File: config.mk
export PLATFORM = sky130hd
export DESIGN_NAME = issue_scoreboard
export DESIGN_NICKNAME = d
export VERILOG_FILES = /design/src/rtl/issue_scoreboard.sv
export SDC_FILE = /design/constraint.sdc
export NUM_CORES = 1
export LEC_CHECK = 0
export CAP_MARGIN = 0
export CORE_MARGIN = 1.5
export CORE_UTILIZATION = 45
export CTS_BUF_LIST = sky130_fd_sc_hd__clkbuf_4 sky130_fd_sc_hd__clkbuf_8
export DETAILED_ROUTE_END_ITERATION = 12
export GPL_ROUTABILITY_DRIVEN = 0
export GPL_TIMING_DRIVEN = 1
export SYNTH_ARGS = -nofsm -noshare
export SYNTH_HDL_FRONTEND = slang
export SYNTH_SLANG_ARGS = --single-unit
File: constraint.sdc
create_clock -name iClk -period 5.49 [get_ports iClk]
set_input_delay 1.098 -clock iClk [delete_from_list [all_inputs] [get_ports iClk]]
set_output_delay 1.098 -clock iClk [all_outputs]
set_load 0.1 [all_outputs]
File: src/rtl/issue_scoreboard.sv
// Issue scoreboard: per-register pending-write counters gate decode-to-execute
// issue through a one-entry output slot with a valid/ready handshake.
module issue_scoreboard #(
    parameter int cRegSelBitW = 5,
    parameter int cPendW      = 2,
    parameter int cStallCntW  = 16
) (
    input  logic                   iClk,
    input  logic                   iRst,
    input  logic                   iDecValid,
    input  logic [cRegSelBitW-1:0] iRs1Addr,
    input  logic [cRegSelBitW-1:0] iRs2Addr,
    input  logic [cRegSelBitW-1:0] iRdAddr,
    input  logic                   iUsesRs1,
    input  logic                   iUsesRs2,
    input  logic                   iWritesRd,
    output logic                   oDecReady,
    output logic                   oIssueValid,
    output logic [cRegSelBitW-1:0] oIssueRd,
    output logic                   oIssueWr,
    input  logic                   iExReady,
    input  logic                   iWbValid,
    input  logic [cRegSelBitW-1:0] iWbAddr,
    input  logic                   iFlush,
    output logic [cStallCntW-1:0]  oStallCnt,
    output logic                   oErr
);

    localparam int cNumRegs = 2 ** cRegSelBitW;

    logic [cPendW-1:0]      r_cnt    [cNumRegs];
    logic [cPendW-1:0]      w_cntNxt [cNumRegs];
    logic                   r_issueValid;
    logic [cRegSelBitW-1:0] r_issueRd;
    logic                   r_issueWr;
    logic [cStallCntW-1:0]  r_stallCnt;
    logic                   r_err;

    logic w_hazard;
    logic w_slotFree;
    logic w_accept;
    logic w_incEn;
    logic w_wbEn;
    logic w_flushDrop;
    logic w_errSet;

    // Hazard looks only at registered counters; a writeback is visible next cycle.
    always_comb begin
        w_hazard = 1'b0;
        if (iUsesRs1 && (iRs1Addr != '0) && (r_cnt[iRs1Addr] != '0))
            w_hazard = 1'b1;
        if (iUsesRs2 && (iRs2Addr != '0) && (r_cnt[iRs2Addr] != '0))
            w_hazard = 1'b1;
        if (iWritesRd && (iRdAddr != '0) && (r_cnt[iRdAddr] == '1))
            w_hazard = 1'b1;
    end

    assign w_slotFree  = !r_issueValid || iExReady;
    assign oDecReady   = !w_hazard && w_slotFree && !iFlush;
    assign w_accept    = iDecValid && oDecReady;
    assign w_incEn     = w_accept && iWritesRd && (iRdAddr != '0);
    assign w_wbEn      = iWbValid && (iWbAddr != '0);
    // A flushed instruction that would have written rd gives back its pending slot.
    assign w_flushDrop = iFlush && r_issueValid && r_issueWr && (r_issueRd != '0);

    // Next pending count per register: +1 on issue, -1 per writeback/flush drop, floor at 0.
    always_comb begin : cnt_next
        logic l_inc;
        logic l_decWb;
        logic l_decFl;
        w_errSet = 1'b0;
        for (int i = 0; i < cNumRegs; i++) begin
            w_cntNxt[i] = r_cnt[i];
            l_inc   = w_incEn     && (iRdAddr   == i[cRegSelBitW-1:0]);
            l_decWb = w_wbEn      && (iWbAddr   == i[cRegSelBitW-1:0]);
            l_decFl = w_flushDrop && (r_issueRd == i[cRegSelBitW-1:0]);
            if (l_inc) begin
                // Accept and flush drop are exclusive, so only a writeback can cancel the increment.
                if (!l_decWb)
                    w_cntNxt[i] = r_cnt[i] + 1'b1;
            end else if (l_decWb && l_decFl) begin
                if (r_cnt[i] >= cPendW'(2)) begin
                    w_cntNxt[i] = r_cnt[i] - cPendW'(2);
                end else begin
                    w_cntNxt[i] = '0;
                    w_errSet    = 1'b1;
                end
            end else if (l_decWb || l_decFl) begin
                if (r_cnt[i] != '0) begin
                    w_cntNxt[i] = r_cnt[i] - 1'b1;
                end else begin
                    w_errSet = 1'b1;
                end
            end
        end
    end

    // Pending counter array.
    always_ff @(posedge iClk or posedge iRst) begin
        if (iRst) begin
            for (int i = 0; i < cNumRegs; i++)
                r_cnt[i] <= '0;
        end else begin
            for (int i = 0; i < cNumRegs; i++)
                r_cnt[i] <= w_cntNxt[i];
        end
    end

    // Issue slot: flush empties it, accept loads it, consume empties it.
    always_ff @(posedge iClk or posedge iRst) begin
        if (iRst) begin
            r_issueValid <= 1'b0;
            r_issueRd    <= '0;
            r_issueWr    <= 1'b0;
        end else if (iFlush) begin
            r_issueValid <= 1'b0;
        end else if (w_accept) begin
            r_issueValid <= 1'b1;
            r_issueRd    <= iRdAddr;
            r_issueWr    <= iWritesRd;
        end else if (iExReady) begin
            r_issueValid <= 1'b0;
        end
    end

    // Hazard stall counter, saturating; slot-busy stalls are not counted.
    always_ff @(posedge iClk or posedge iRst) begin
        if (iRst)
            r_stallCnt <= '0;
        else if (iDecValid && w_hazard && !iFlush && (r_stallCnt != '1))
            r_stallCnt <= r_stallCnt + 1'b1;
    end

    // Sticky underflow error.
    always_ff @(posedge iClk or posedge iRst) begin
        if (iRst)
            r_err <= 1'b0;
        else if (w_errSet)
            r_err <= 1'b1;
    end

    assign oIssueValid = r_issueValid;
    assign oIssueRd    = r_issueRd;
    assign oIssueWr    = r_issueWr;
    assign oStallCnt   = r_stallCnt;
    assign oErr        = r_err;

endmodule

==> results.toml <==
[run_status]
status = "completed"

[synthesis]
yosysSeqAreaShare = 0.206
syn-cell-area_sq_um = 10700
syn_inst = 1478
synth_top_cell_by_area = "dfrtp_1"
avgSynthCellArea_sq_um = 7.22
yosysWarnings = 0
synth_ff_type = "dfrtp_1"
ys_ff_latch = 88
yosysMostFrequentCell = "nor2_1"
synth.distinct_cells = 83
synth_top_area_share = 0.206
synth-edff-count = 0
synth_fp_nets = 1570
synth_common_cells = "188 x nor2_1, 148 x nand2_1, 116 x a21oi_1, 89 x nor3_1, 88 x dfrtp_1"
async_reset_ff_frac = 1.00
synth_area_leaders = "dfrtp_1 21%, ha_1 7.4%, nor2_1 6.6%"

[clock_network]
cts_resized = 0
post_cts_buffers = 0
clockRootBuffer = "clkbuf_8"
ctsHtreeMaxLevel = 3
cts_buffers = 9
clockBufferDepth = 2
cts_tree = "built"
clk_latency_ns = 0.42
clk_pin_slew_ns = 0.13
cts_hold_buf = 0
clkSinkCount = 88

[grt]
grt_usage = 0.350
first_global_vias = 11100
antenna_found_initial = 0
grt_first_pass_wirelength_microns = 65200
grt_overflow = 0
grt_max_degree = 56

[critical_path]
arrival_ns = 4.13
worstSetupEndpointType = "output pin"
crit_buf_inv = 3
slowest_delay_ns = 0.88
crit_chain = "clkdlybuf4s50_1 > buf_4 > nor4b_1 > nor3_1 > a32oi_1 > a311oi_1 > a211oi_4 > nand2_1 > nor4b_4 > buf_12"
path_delay_family = "buffers and inverters"
critPathKind = "primary input to output pin"
crit_path_top_delay_cell = "clkdlybuf4s50_1"
setup.worst_path.start_class = "primary input"
required_ns = 4.39
path_max_fanout = 15

[hold_path]
worstHoldPathType = "flip-flop to flip-flop"

[pwr]
power_switching_mw = 2.33
pwr-share-clk = 0.127
power_switching_share = 0.551
design_power_total_mw = 4.22
power_density_nw_per_um2 = 352
internal-power_mw = 1.89
vdd_drop_max_mv = 0.410
power_frac_seq = 0.329
pwr-share-comb = 0.545
leakage_nw = 4.61

[finish]
fin_area_sq_um = 12000
synthToLayoutAreaGrowth_pct = 12.2
drive_above_1_share = 0.0741
insertedDiodeCount = 0
fin_nets = 1626
fin_util = 0.513

[sta]
worst_pin_slew_ns = 0.988
period_share = 0.952
rsz0062_at_grt = "false"
max_freq_mhz = 191
setup-violations-final = 0
clock_skew_ns = 0.0169
fin_crit_ns = 5.23
hold_viol = 0
drv_slew = 0
slew_headroom = 0.336
setup_ws_ns = 0.264
fin_tns_setup_ns = 0

[job]
drv_cap = 0

[detailed_routing]
ant_nets = 0
drt_first_pass_iters = 8
wl_per_cell_microns = 23.1
route.detailed.drc = 0
drt_iter0_drc = 1680
viasPerCell = 6.65
vias = 12400
routed_wl_microns = 42900

[placement]
place_ws_ns = 0.286
place_area_sq_um = 11800
hpwlAfterDp_microns = 33400
io_buffers = 53

[floorplanning]
rows = 56
die_w_microns = 157
ios = 54
die-area_sq_um = 24600
start_util = 0.457
die_h_microns = 157
coreArea_sq_um = 23300
kinds of logic after synthesis:
| family | share of synthesized area |
|---|---|
| compound gates | 0.256 |
| xor+xnor | 0.0263 |
| fa+ha+maj | 0.0786 |
| buf+inv | 0.0518 |
| flops | 0.206 |
| mux | 0.0627 |
| simple gates | 0.318 |
metal layers:
metal  GRT usage  up-vias  share of wire
met5      0.0186        -              0
met4       0.183        0          0.056
met3      0.0997      186           0.12
met2       0.517      781           0.42
met1       0.459     5760           0.41
li1            -     5624              -
per-stage QoR:
stage                     cells  hold WS, ns
after floorplan            1478        0.467
after global placement     1842        0.439
after detailed placement   1842        0.431
after CTS                  1858        0.463
after global routing       1858        0.472
final                      1858        0.471
power by group through the flow:
stage	Clock (mW)	Combinational, mW	Sequential [mW]
after detailed placement	0	2.24	1.36
after CTS	0.540	2.25	1.35
after global routing	0.563	2.50	1.40
after floorplan	0	1.41	1.44
final	0.534	2.30	1.39
after global placement	0	2.21	1.37
area by class of cell:
class | count | area [sq um]
flip-flops and latches | 88 | 2200
repair buffers | 104 | 923
inverters | 82 | 310
clock inverters | 7 | 86.3
clock buffers | 9 | 124
fillers | 2367 | 11400
multi-input cells | 1249 | 7930
well taps | 319 | 399
registers in the layout, indices dropped and copies added, names as in the netlist:
register     count
oIssueValid      1
oIssueRd         5
oErr             1
oIssueWr         1
r_cnt           64
oStallCnt       16
worst paths after layout:
kind | end | cells after the start | from | slack (ns)
min in group asynchronous | r_cnt[20]$_DFFE_PP0P_ | 2 | iRst | 1.18
max in group asynchronous | r_cnt[26]$_DFFE_PP0P_ | 3 | iRst | 3.31
worst max-delay path | oDecReady | 10 | iRs1Addr[1] | 0.26
worst max register to register | oErr$_DFFE_PP0P_ | 11 | oIssueRd[0]$_DFFE_PP0P_ | 1.01
worst min-delay path | r_cnt[63]$_DFFE_PP0P_ | 0 | r_cnt[63]$_DFFE_PP0P_ | 0.47
worst min register to register | r_cnt[63]$_DFFE_PP0P_ | 0 | r_cnt[63]$_DFFE_PP0P_ | 0.47
layout by cell type, fill, tap and decap left out, drive strengths merged, types with 19 or more instances in the layout:
cell type	synthesis	final
mux2i	32	32
nor2	189	189
buf	14	52
nor3	91	91
nor4	19	19
and3	20	20
nor2b	20	20
a211oi	23	23
nand4	20	20
ha	63	63
a21oi	116	116
clkdlybuf4s50	0	52
o21ai	83	83
nand3	67	67
inv	82	86
xnor2	25	25
dfrtp	88	88
nand2	148	148
No activity file was read; power rests on OpenSTA's default activity.
